**src/rtl/fm_gate_sequencer.sv**
```systemverilog
// Measurement sequencer for the digital frequency meter.
// Drives the clear / enable / latch strobes of the 6-digit BCD counter and the
// result latch. The gate length is BASE_GATE * 10^range. An optional auto-range
// loop steps the range down on overflow and up when the leading digits are zero.
// Optional feature macro: FMSEQ_HOLD_EN adds a 'hold' input that suppresses the
// latch strobe (and the valid pulse) so the displayed value freezes.
module fm_gate_sequencer #(
  parameter int unsigned BASE_GATE  = 8,
  parameter int unsigned CLR_CYC    = 2,
  parameter int unsigned SETTLE_CYC = 2,
  parameter int unsigned CNT_W      = 24
) (
  input  logic       clk,
  input  logic       rst_n,
  input  logic       run,
  input  logic       auto_en,
  input  logic [1:0] range_sel,
  input  logic       ovf,
  input  logic       msd_zero,
`ifdef FMSEQ_HOLD_EN
  input  logic       hold,
`endif
  output logic       enb,
  output logic       clr,
  output logic       lock,
  output logic [1:0] range_cur,
  output logic       valid,
  output logic       ovr,
  output logic       busy
);

  // Terminal counts (length - 1) for each phase.
  localparam logic [CNT_W-1:0] ClrLast    = CNT_W'(CLR_CYC - 1);
  localparam logic [CNT_W-1:0] SettleLast = CNT_W'(SETTLE_CYC - 1);
  localparam logic [CNT_W-1:0] GateLast0  = CNT_W'(BASE_GATE - 1);
  localparam logic [CNT_W-1:0] GateLast1  = CNT_W'(BASE_GATE * 10 - 1);
  localparam logic [CNT_W-1:0] GateLast2  = CNT_W'(BASE_GATE * 100 - 1);
  localparam logic [CNT_W-1:0] GateLast3  = CNT_W'(BASE_GATE * 1000 - 1);

  typedef enum logic [2:0] {
    StIdle,
    StClear,
    StGate,
    StSettle,
    StLatch,
    StEval
  } state_e;

  state_e           state_q, state_d;
  logic [CNT_W-1:0] cnt_q, cnt_d;
  logic [1:0]       range_q, range_d;
  logic             ovf_seen_q, ovf_seen_d;
  logic             skip_q, skip_d;
  logic             ovr_q, ovr_d;
  logic             enb_q, enb_d;
  logic             clr_q, clr_d;
  logic             lock_q, lock_d;
  logic             valid_q, valid_d;
  logic             busy_q, busy_d;

  logic             ovf_s1_q, ovf_s2_q;
  logic             msd_s1_q, msd_s2_q;
  logic             hold_sync;
  logic [CNT_W-1:0] gate_last;

  // Two-flop synchronisers for the f_in-domain status bits.
  always_ff @(posedge clk or negedge rst_n) begin
    if (!rst_n) begin
      ovf_s1_q <= 1'b0;
      ovf_s2_q <= 1'b0;
      msd_s1_q <= 1'b0;
      msd_s2_q <= 1'b0;
    end else begin
      ovf_s1_q <= ovf;
      ovf_s2_q <= ovf_s1_q;
      msd_s1_q <= msd_zero;
      msd_s2_q <= msd_s1_q;
    end
  end

`ifdef FMSEQ_HOLD_EN
  logic hold_s1_q, hold_s2_q;

  // Synchroniser for the display-hold request.
  always_ff @(posedge clk or negedge rst_n) begin
    if (!rst_n) begin
      hold_s1_q <= 1'b0;
      hold_s2_q <= 1'b0;
    end else begin
      hold_s1_q <= hold;
      hold_s2_q <= hold_s1_q;
    end
  end

  assign hold_sync = hold_s2_q;
`else
  assign hold_sync = 1'b0;
`endif

  // Gate terminal count for the range of the measurement in progress.
  always_comb begin
    gate_last = GateLast0;
    unique case (range_q)
      2'd0: gate_last = GateLast0;
      2'd1: gate_last = GateLast1;
      2'd2: gate_last = GateLast2;
      2'd3: gate_last = GateLast3;
    endcase
  end

  // Next-state, phase counter, range/overflow bookkeeping and strobe decode.
  always_comb begin
    state_d    = state_q;
    cnt_d      = cnt_q;
    range_d    = range_q;
    ovf_seen_d = ovf_seen_q;
    skip_d     = skip_q;
    ovr_d      = ovr_q;

    unique case (state_q)
      StIdle: begin
        cnt_d = '0;
        if (run) begin
          state_d = StClear;
          // Manual range is only picked up when leaving IDLE.
          if (!auto_en) begin
            range_d = range_sel;
          end
        end
      end

      StClear: begin
        ovf_seen_d = 1'b0;
        if (cnt_q == ClrLast) begin
          state_d = StGate;
          cnt_d   = '0;
        end else begin
          cnt_d = cnt_q + 1'b1;
        end
      end

      StGate: begin
        if (ovf_s2_q) begin
          ovf_seen_d = 1'b1;
        end
        if (cnt_q == gate_last) begin
          state_d = StSettle;
          cnt_d   = '0;
        end else begin
          cnt_d = cnt_q + 1'b1;
        end
      end

      StSettle: begin
        if (cnt_q == SettleLast) begin
          state_d = StLatch;
          cnt_d   = '0;
          // Hold is decided once, on the way into LATCH, and kept through EVAL.
          skip_d  = hold_sync;
        end else begin
          cnt_d = cnt_q + 1'b1;
        end
      end

      StLatch: begin
        state_d = StEval;
        // ovr changes together with the valid pulse.
        if (!skip_q) begin
          ovr_d = ovf_seen_q;
        end
      end

      StEval: begin
        if (auto_en && !skip_q) begin
          // Overflow takes priority over the leading-zero step-up.
          if (ovf_seen_q && (range_q != 2'd0)) begin
            range_d = range_q - 2'd1;
          end else if (msd_s2_q && (range_q != 2'd3)) begin
            range_d = range_q + 2'd1;
          end
        end
        state_d = run ? StClear : StIdle;
      end

      default: begin
        state_d = StIdle;
        cnt_d   = '0;
      end
    endcase

    // Strobes are registered copies of the next state, so they are glitch-free
    // and mutually exclusive by construction.
    enb_d   = (state_d == StGate);
    clr_d   = (state_d == StClear);
    lock_d  = (state_d == StLatch) && !skip_d;
    valid_d = (state_d == StEval) && !skip_d;
    busy_d  = (state_d != StIdle);
  end

  // State, counter and registered outputs.
  always_ff @(posedge clk or negedge rst_n) begin
    if (!rst_n) begin
      state_q    <= StIdle;
      cnt_q      <= '0;
      range_q    <= 2'd0;
      ovf_seen_q <= 1'b0;
      skip_q     <= 1'b0;
      ovr_q      <= 1'b0;
      enb_q      <= 1'b0;
      clr_q      <= 1'b0;
      lock_q     <= 1'b0;
      valid_q    <= 1'b0;
      busy_q     <= 1'b0;
    end else begin
      state_q    <= state_d;
      cnt_q      <= cnt_d;
      range_q    <= range_d;
      ovf_seen_q <= ovf_seen_d;
      skip_q     <= skip_d;
      ovr_q      <= ovr_d;
      enb_q      <= enb_d;
      clr_q      <= clr_d;
      lock_q     <= lock_d;
      valid_q    <= valid_d;
      busy_q     <= busy_d;
    end
  end

  assign enb       = enb_q;
  assign clr       = clr_q;
  assign lock      = lock_q;
  assign valid     = valid_q;
  assign ovr       = ovr_q;
  assign busy      = busy_q;
  assign range_cur = range_q;

endmodule
```
**config.mk**
```make
export PLATFORM = sky130hd
export DESIGN_NAME = fm_gate_sequencer
export DESIGN_NICKNAME = d
export VERILOG_FILES = /design/src/rtl/fm_gate_sequencer.sv
export SDC_FILE = /design/constraint.sdc
export NUM_CORES = 1
export LEC_CHECK = 0
export ABC_AREA = 0
export ABC_CLOCK_PERIOD_IN_PS = 2560
export CORE_MARGIN = 3
export CORE_UTILIZATION = 30
export DETAILED_ROUTE_END_ITERATION = 10
export HOLD_SLACK_MARGIN = 0.1
export PLACE_DENSITY = 0.44
export REMOVE_ABC_BUFFERS = 1
export SLEW_MARGIN = 20
export SYNTH_ARGS = -nofsm -noshare
export SYNTH_HDL_FRONTEND = slang
export SYNTH_SLANG_ARGS = --single-unit
```
**constraint.sdc**
```tcl
create_clock -name clk -period 2.56 [get_ports clk]
set_input_delay 0.768 -clock clk [delete_from_list [all_inputs] [get_ports clk]]
set_output_delay 0.768 -clock clk [all_outputs]
set_load 0.02 [all_outputs]
```
Word level (Yosys, flattened, before mapping)
Index checks and enable logic that the tools add are counted.
{"block": "classes", "n_addsub": 3, "bitwise": 1, "n_eq_ne": 20, "muxes": 20, "reduce_logical": 18}
{"cell": "$pmux 24 s4", "count": 1}
{"cell": "$pmux 24 s3", "count": 1}
{"cell": "$mux 24", "count": 2}
{"cell": "$add 24x1->24 const B", "count": 1}
{"cell": "$eq 24x1->1 const B", "count": 1}
{"cell": "$eq 24x24->1", "count": 1}
{"cell": "$pmux 3 s6", "count": 1}
{"cell": "$eq 3x3->1 const B", "count": 4}
{"cell": "$mux 3", "count": 4}
{"cell": "$mux 2", "count": 5}
{"cell": "$ne 2x2->1 const B", "count": 5}
{"cell": "$eq 3x2->1 const B", "count": 3}
{"cell": "$eq 3x1->1 const B", "count": 2}
{"cell": "$reduce_bool 2->1", "count": 3}
{"cell": "$logic_and 1x1->1", "count": 5}
{"cell": "$reduce_and 5->1", "count": 1}
{"cell": "$eq 2x2->1 const B", "count": 2}
{"cell": "$mux 1", "count": 4}
{"cell": "$pmux 2 s2", "count": 1}
{"cell": "$reduce_and 2->1", "count": 2}
{"cell": "$reduce_or 2->1", "count": 2}
{"cell": "$logic_not 3->1", "count": 1}
{"cell": "$ne 3x3->1 const B", "count": 1}
{"cell": "$reduce_bool 3->1", "count": 1}
{"cell": "other kinds (7)", "count": 8}
{"block": "totals", "regBits": 41, "out_inout_bits": 8, "wordCells": 77, "inputBits": 8}

Depth between registers and ports, before layout
Gate-level depths: netlist of the first run.
{"block": "depth", "depth_word": 7, "mapped_depth": 8, "mapped_depth_nobuf": 7}

Worst setup path before layout of the first run
Ideal clock, no wire load.
{"block": "synth_timing", "kind": "register -> register", "from": "register range_q[0] (netlist: range_cur[0])", "to": "register cnt_q[5]", "stages_incl_launch_ff": 8, "n_path_buf": 1, "required_ns": 2.441, "setup_time_ns": 0.119, "slack_ns": 0.450, "period_less_slack_ns": 2.110, "arrival_ns": 1.991, "cell_sequence": "dfrtp_1 -> ha_1 -> xor2_1 -> nor4_2 -> a41oi_1 -> a211oi_2 -> buf_6 -> nor2_1"}
{"block": "synth_between", "elab_chain_cells": 5, "word_cells_on_any_way": 8, "cone_classes": "eq/ne: 4; mux: 3; reduce/logical: 1"}
{"item": "start, declared", "line": "51", "text": "logic [1:0] range_q, range_d;"}
{"item": "start signal, assigned", "line": "217", "text": "range_q <= range_d;"}
{"item": "$eq 2x2->1, or another cell as far along", "line": "103", "text": "unique case (range_q)"}
{"item": "$pmux 24 s4 *", "line": "103"}
{"item": "$eq 24x24->1 *", "line": "146", "text": "if (cnt_q == gate_last) begin"}
{"item": "$mux 24 *", "line": "146"}
{"item": "$pmux 24 s3 *", "line": "120", "text": "unique case (state_q)"}
{"item": "end signal, assigned", "line": "216", "text": "cnt_q <= cnt_d;"}
{"item": "end, declared", "line": "50", "text": "logic [CNT_W-1:0] cnt_q, cnt_d;"}
Mark *: on every way between the ends. The rest lies on a longest branch, timed or not. The select of a mux whose other input is x is not followed.
A chain may end at the register's enable or synchronous reset.

Worst setup path in the final report of the first run
{"block": "layout_timing", "from": "register range_q[0] (netlist: range_cur[0])", "to": "output range_cur[0]"}
{"item": "end, declared", "line": "26", "text": "output logic [1:0] range_cur,"}
No word-level cell between the ends.

==> run summary, run 1 <==
POWER AND IR DROP
----------------------------------------------------------------------------------------------------
Total net switching power                                                                   0.836 mW
Leakage power summed over all cells                                                          1.04 nW
Part of the power in registers                                                                 36.9%
Worst-case vdd ir drop                                                                        406 uV
Power density over the cells                                                             922 mW/mm^2
Switching share of power                                                                       35.1%
Gate power share                                                                               37.2%
Fraction of power consumed by the clock network                                                26.0%
Internal Dissipation                                                                         1.55 mW

CRITICAL PATH
----------------------------------------------------------------------------------------------------
Startpoint-to-endpoint class of the critical path                                         reg -> out
Type of destination of the critical path                                                  output pin
Chain of cells forming the critical path                                                clkdlybuf4s50_1
Startpoint type of the worst setup path                                                         flop
Crit path largest cell delay                                                                  650 ps
Number of buffer and inverter stages on the critical path                                          1
Critical-path maximum fanout                                                                       6
Required time at the worst-slack endpoint                                                    1790 ps
Library cell contributing the largest single delay on the critical path                 clkdlybuf4s50_1
Data arrival time of the critical path                                                       1400 ps
Cell type group with the largest total delay on the critical path                       buffers and inverters

YOSYS
----------------------------------------------------------------------------------------------------
Most common cell in the synthesized netlist                                                  dfrtp_1
Post-synth design cell area                                                             0.00220 sq mm
Leading area contributor after synthesis                                                     dfrtp_1
Number of warnings issued by yosys                                                                 0
Top cell type's share of synthesized area                                                      46.6%
Count of different cell masters after synthesis                                                   39
Sequential fraction of the synthesis area                                                      46.6%
Avg Synthesized Cell Area                                                                 10.0 sq um
Top flip-flop cell by instance count after synthesis                                         dfrtp_1
Number of cells produced by synthesis                                                            220
Most common library cells after synthesis                                               dfrtp_1, nor2_1, xnor2_1
Synth top area cells                                                                    dfrtp_1, xnor2_1, nor2_1, ha_1, nand2_1
Number of register bits inferred by synthesis                                                     41
Share of synthesized registers carrying an async set or reset                                   100%
Post-synth EDFFs                                                                                   0

DETAILED ROUTING
----------------------------------------------------------------------------------------------------
WL met3                                                                                        97 um
Count of vias placed by the detailed router                                                     1557
1st-iter DRT viols                                                                                46
Number of detailed-routing iterations run before antenna repair                                    4
Highest routing layer actually used                                                             met4
WL met1                                                                                      2390 um
Number of vias per cell after detailed routing                                                  4.68
Final antenna-violating net count                                                                  0
Total length of routed wires                                                                 4540 um
Post-route DRC violation count                                                                     0
Routed wire per std cell                                                                     13.6 um
Wire length on met2                                                                          1990 um

STA
----------------------------------------------------------------------------------------------------
Number of endpoints failing setup at the final stage                                               0
Remaining max-slew budget at the tightest pin                                                  66.0%
Setup ws final                                                                                392 ps
Transition time at the pin with the least slew margin                                         510 ps
Achievable frequency                                                                       0.461 GHz
Setup repair after global routing missed its margin                                               no
Final Hold Viols                                                                                   0
Total Negative Setup Slacks                                                                     0 ps
Pins over their slew limit                                                                         0
Min Tclk post-route                                                                          2170 ps
Final worst clock skew                                                                       6.86 ps
Portion of the clock cycle consumed by the worst path in the final layout                      84.7%

DIE
----------------------------------------------------------------------------------------------------
Die height                                                                                   91.6 um
Starting density of the core                                                                   31.7%
Cell row count                                                                                    30
Die area                                                                                0.00840 sq mm
Area of the core                                                                        0.00694 sq mm
Count of pins on the block boundary                                                               16
Width of the die                                                                             91.6 um

RUN
----------------------------------------------------------------------------------------------------
Total of max-cap violations                                                                        0

CLOCK TREE
----------------------------------------------------------------------------------------------------
Root cell of the clock tree                                                                 clkbuf_8
TritonCTS clock tree                                                                             yes
Maximum level of the CTS H-tree                                                                    2
Worst-skew pair later-pin latency                                                             290 ps
Clock-pin slew reported for the worst setup and hold paths after clock tree synthesis          80 ps
CTS sink cnt                                                                                      41
Hold bufs inserted after CTS                                                                       0
Total setup buffers inserted after CTS                                                             0
Maximum buffer depth of the clock tree                                                             2
Cts repair resizes                                                                                 0
Total clock buffers created by CTS                                                                 5

PLACEMENT
----------------------------------------------------------------------------------------------------
Number of port buffers                                                                            15
Number of instances in the placed design                                                         325
Detailed Place HPWL                                                                          3200 um
Worst setup slack after placement                                                             254 ps
RD Place Congestion                                                                            0.722

FINAL LAYOUT
----------------------------------------------------------------------------------------------------
N_diodes                                                                                           0
Filler cells                                                                                     703
Area growth from synthesis to final layout                                                     17.6%
Post-route non-filler standard cell count                                                        333
Final layout net count                                                                           250
Proportion of layout cells with a drive suffix above 1                                         12.2%

GLOBAL ROUTING
----------------------------------------------------------------------------------------------------
Largest net degree at the start of global routing                                                 24
Grt total ovfl                                                                                     0
Global-route total usage across every layer                                                    11.5%
First-pass GRT wire length                                                                   7730 um
Number of antenna violations at the first check in global routing                                  0
Vias in the first global route                                                                  1562

STATUS
----------------------------------------------------------------------------------------------------
Run status                                                                                 completed

WORST HOLD PATH
----------------------------------------------------------------------------------------------------
Class of the worst hold path                                                              reg -> reg

## cell families (layout without fill, tap and decap cells)
| kind of cell | Yosys count | count (layout) | synth area share [%] |
|---|---|---|---|
| muxes | 4 | 4 | 2.05 |
| AOI/OAI and AO/OA | 23 | 23 | 7.11 |
| adders and majority gates | 6 | 6 | 3.41 |
| buffers and inverters | 21 | 38 | 4.95 |
| xor gates and xnor gates | 26 | 26 | 10.4 |
| and+or+nand+nor | 99 | 99 | 25.5 |
| DFF | 41 | 41 | 46.6 |
## final cells by class
type / count / area [sq um] / share of cell area [%]
clock buffers: 5 / 68.8 / 2.66
clock inverters: 3 / 65.1 / 2.52
well taps: 96 / 120 / 4.64
multi-input cells: 158 / 1060 / 41.2
repair buffers: 19 / 200 / 7.74
inverters: 11 / 41.3 / 1.60
flip-flops and latches: 41 / 1030 / 39.7
## flip-flops by register name (all words and copies together), names as in the netlist
| register | flops |
|---|---|
| msd_s2_q | 1 |
| ovf_seen_q | 1 |
| msd_s1_q | 1 |
| valid | 1 |
| enb | 1 |
| clr | 1 |
| cnt_q | 24 |
| busy | 1 |
| state_q | 3 |
| range_cur | 2 |
| ovr | 1 |
| lock | 1 |
| skip_q | 1 |
| ovf_s1_q | 1 |
| ovf_s2_q | 1 |
## final timing paths
check | from | end | slack (ps) | cells past startpoint
min in group asynchronous | rst_n | cnt_q[21] | 430 | 1
max in group asynchronous | rst_n | cnt_q[2] | 1640 | 2
worst max-delay path | range_cur[0] | range_cur[0] | 390 | 1
worst min register to register | ovf_s1_q | ovf_s2_q | 350 | 0
worst max register to register | range_cur[0] | cnt_q[1] | 430 | 8
worst min-delay path | ovf_s1_q | ovf_s2_q | 350 | 0
## cells in the final DEF (no fill, tap or decap), types with 3 or more instances in the layout
cell             instances
a211oi_1                 3
a21oi_1                  9
and3_1                   3
and4_1                   3
clkbuf_8                 5
clkdlybuf4s50_1         14
dfrtp_1                 41
ha_1                     6
inv_1                   11
mux2_2                   4
nand2_1                 14
nand2b_1                 3
nand3_1                  6
nand4_1                  3
nor2_1                  32
nor2b_1                  7
nor3_1                   9
nor3_2                   5
nor4_1                   5
o21ai_0                  3
xnor2_1                 21
xor2_1                   5
## power groups by stage
stage                     Clock (mW)  Sequential [mW]  Combinational, mW
final                          0.619            0.879              0.886
after floorplan                    0            0.922              0.495
after detailed placement           0            0.896              0.906
after CTS                      0.641            0.883              0.911
after global placement             0            0.889              0.918
after global routing           0.662            0.907              0.985
## through the flow
stage                     total power [mW]  util (%)  hold WS [ps]  cell area [sq um]
final                                 2.38      37.2           353               2590
after global routing                  2.55      37.2           358               2590
after CTS                             2.44      37.2           356               2590
after detailed placement              1.80      35.3           335               2450
after global placement                1.81      35.3           334               2450
after floorplan                       1.42         -           331               2130
## per-layer routing
metal	vias up	track usage [%]
li1	780	-
met1	751	16.3
met2	21	17.2
met3	5	2.54
met4	0	3.77
met5	-	0
Note: power is estimated with default switching activity, not from simulation.
==> run 2: changes to the inputs <==
ABC_CLOCK_PERIOD_IN_PS = 2200   (was 2560)
clock period = 2.2 ns   (was 2.56 ns; I/O delays follow)
==> run 2 against run 1 <==
Power increased by 8.9%. Non-clock buffer count rose by 5. Critical path depth grew 1. Setup slack worse by 300 ps. Worst hold slack worse by 60 ps. Die area did not move. Via count is 0.51% lower. Combinational power rose by 23%. First-iteration DRC count is 120% higher. Global-route usage up 0.21 points. Design area decreased by 0.39%. Clock skew about the same. Largest cell class unchanged. Highest routed layer unchanged.
==> run summary, run 2 (synthesis gave the netlist of run 1 again) <==
STATUS
----------------------------------------------------------------------------------------------------
Run status                                                                                 completed   unchanged

DETAILED ROUTING
----------------------------------------------------------------------------------------------------
Total length of routed wires                                                                 4560 um   was 4540 um
Count of vias placed by the detailed router                                                     1549   was 1557
1st-iter DRT viols                                                                               100   was 46
Number of vias per cell after detailed routing                                                  4.58   was 4.68
Post-route DRC violation count                                                                     0   unchanged
Routed wire per std cell                                                                     13.5 um   was 13.6 um
Final antenna-violating net count                                                                  0   unchanged
Number of detailed-routing iterations run before antenna repair                                    4   unchanged

POWER AND IR DROP
----------------------------------------------------------------------------------------------------
Overall power of the completed layout                                                        2.60 mW   was 2.38 mW
Worst-case vdd ir drop                                                                        497 uV   was 406 uV
Power density over the cells                                                            1010 mW/mm^2   was 922 mW/mm^2
Leakage power summed over all cells                                                          1.04 nW   about the same

STA
----------------------------------------------------------------------------------------------------
Setup repair after global routing missed its margin                                               no   unchanged
Final worst clock skew                                                                       7.09 ps   was 6.86 ps
Portion of the clock cycle consumed by the worst path in the final layout                      95.6%
Min Hold Slack                                                                                293 ps   was 353 ps
Setup ws final                                                                               96.8 ps   was 392 ps
Achievable frequency                                                                       0.475 GHz
Pins over their slew limit                                                                         0   unchanged
Remaining max-slew budget at the tightest pin                                                  67.2%   was 66.0%
Transition time at the pin with the least slew margin                                         491 ps   was 510 ps
Min Tclk post-route                                                                          2100 ps
Final Hold Viols                                                                                   0   unchanged
Number of endpoints failing setup at the final stage                                               0   unchanged

GLOBAL ROUTING
----------------------------------------------------------------------------------------------------
Grt total ovfl                                                                                     0   unchanged
Vias in the first global route                                                                  1545   was 1562
Number of antenna violations at the first check in global routing                                  0   unchanged
Global-route total usage across every layer                                                    11.7%   was 11.5%
First-pass GRT wire length                                                                   7720 um   was 7730 um
Largest net degree at the start of global routing                                                 25   was 24

FINAL LAYOUT
----------------------------------------------------------------------------------------------------
Final layout net count                                                                           255   was 250
Proportion of layout cells with a drive suffix above 1                                         14.0%   was 12.2%
Area growth from synthesis to final layout                                                     17.1%   was 17.6%
Leading cell type in the layout, fill and taps excluded                                      dfrtp_1   unchanged
Largest register by flop count                                                                 cnt_q   unchanged
Number of flip-flops in the largest register                                                      24   unchanged
Sequential cell area                                                                    0.00103 sq mm   unchanged
N_diodes                                                                                           0   unchanged
Filler cells                                                                                     698   was 703
Commonest cells after routing, fill and taps aside                                      dfrtp_1, nor2_1, xnor2_1   unchanged
Area of the multi-input gates                                                           0.00106 sq mm   unchanged
Post-route non-filler standard cell count                                                        338   was 333

CRITICAL PATH
----------------------------------------------------------------------------------------------------
Required time at the worst-slack endpoint                                                    1540 ps   was 1790 ps
Critical-path maximum fanout                                                                       4   was 6
Library cell contributing the largest single delay on the critical path                 clkdlybuf4s50_1   unchanged
Data arrival time of the critical path                                                       1440 ps   was 1400 ps
Logic depth of the worst register-to-register path                                                 8   unchanged
Chain of cells forming the critical path                                                buf_4 -> clkdlybuf4s50_1   was clkdlybuf4s50_1
FF-to-FF End                                                                                cnt_q[1]   unchanged
Startpoint-to-endpoint class of the critical path                                         reg -> out   unchanged
Startpoint type of the worst setup path                                                         flop   unchanged
Number of buffer and inverter stages on the critical path                                          2   was 1
Launch point of the worst reg-to-reg path                                               range_cur[1]   was range_cur[0]
Crit path largest cell delay                                                                  600 ps   was 650 ps
Setup slack, reg-to-reg                                                                       170 ps   was 430 ps
Cell type group with the largest total delay on the critical path                       buffers and inverters   unchanged
Type of destination of the critical path                                                  output pin   unchanged

CLOCK TREE
----------------------------------------------------------------------------------------------------
TritonCTS clock tree                                                                             yes   unchanged
Total setup buffers inserted after CTS                                                             0   unchanged
Hold bufs inserted after CTS                                                                       0   unchanged
Maximum level of the CTS H-tree                                                                    2   unchanged
Worst-skew pair later-pin latency                                                             300 ps   was 290 ps
Clock-pin slew reported for the worst setup and hold paths after clock tree synthesis          80 ps   about the same
Total clock buffers created by CTS                                                                 5   unchanged
Root cell of the clock tree                                                                 clkbuf_8   unchanged
CTS sink cnt                                                                                      41   unchanged
Maximum buffer depth of the clock tree                                                             2   unchanged
Cts repair resizes                                                                                 0   unchanged

PLACEMENT
----------------------------------------------------------------------------------------------------
Number of instances in the placed design                                                         330   was 325
Worst setup slack after placement                                                            45.0 ps   was 254 ps
RD Place Congestion                                                                            0.759   was 0.722
Number of port buffers                                                                            15   unchanged
Detailed Place HPWL                                                                          3260 um   was 3200 um

DIE
----------------------------------------------------------------------------------------------------
Die area                                                                                0.00840 sq mm   unchanged
Starting density of the core                                                                   31.7%   unchanged
Width of the die                                                                             91.6 um   unchanged
Die height                                                                                   91.6 um   unchanged
Count of pins on the block boundary                                                               16   unchanged
Area of the core                                                                        0.00694 sq mm   unchanged
Cell row count                                                                                    30   unchanged

RUN
----------------------------------------------------------------------------------------------------
Total of max-cap violations                                                                        0   unchanged

WORST HOLD PATH
----------------------------------------------------------------------------------------------------
Class of the worst hold path                                                             in -> async   was reg -> reg

## run 2: worst max-delay path by stage
stage | start | end | slack, ps | depth (start not counted)
final | range_cur[0] | range_cur[0] | 100 | 2
after global routing | range_cur[1] | cnt_q[1] | 20 | 8
after CTS | range_cur[0] | range_cur[0] | 80 | 2
after detailed placement | run | range_cur[1] | 50 | 5
after global placement | run | range_cur[1] | 60 | 5
after floorplan | range_cur[0] | cnt_q[1] | -290 | 7
## run 2: per-layer routing
metal | vias up | share of wire [%] | GRT usage [%] | wire [um]
met4 | 0 | 2.1 | 5.28 | 98
met1 | 738 | 51 | 16.5 | 2330
met3 | 8 | 2.2 | 2.21 | 99
met2 | 13 | 45 | 17.3 | 2030
li1 | 790 | - | - | -
met5 | - | 0 | 0 | 0
## run 2: per-stage QoR
stage	area, sq um	util, %	TNS, ps
6_report	2580	37.1	0
5_1_grt	2580	37.1	0
4_1_cts	2580	37.1	0
3_5_place_dp	2490	35.9	0
3_3_place_gp	2490	35.9	0
2_1_floorplan	2130	-	-6470
## run 2: cell type report
| cell class | count | area share, % |
|---|---|---|
| clock buffer | 5 | 2.67 |
| clock inverter | 3 | 0.680 |
| inverter | 11 | 1.60 |
| multi-input combinational | 158 | 41.3 |
| sequential | 41 | 39.8 |
| tap | 96 | 4.66 |
| timing repair buffer | 24 | 9.23 |
## run 2: report_power, final
part / total, mW / internal, mW / switching, mW / leakage (nW)
clock network: 0.501 / 0.219 / 0.281 / 0.0439
registers: 1.01 / 0.871 / 0.136 / 0.543
logic: 1.09 / 0.512 / 0.578 / 0.449
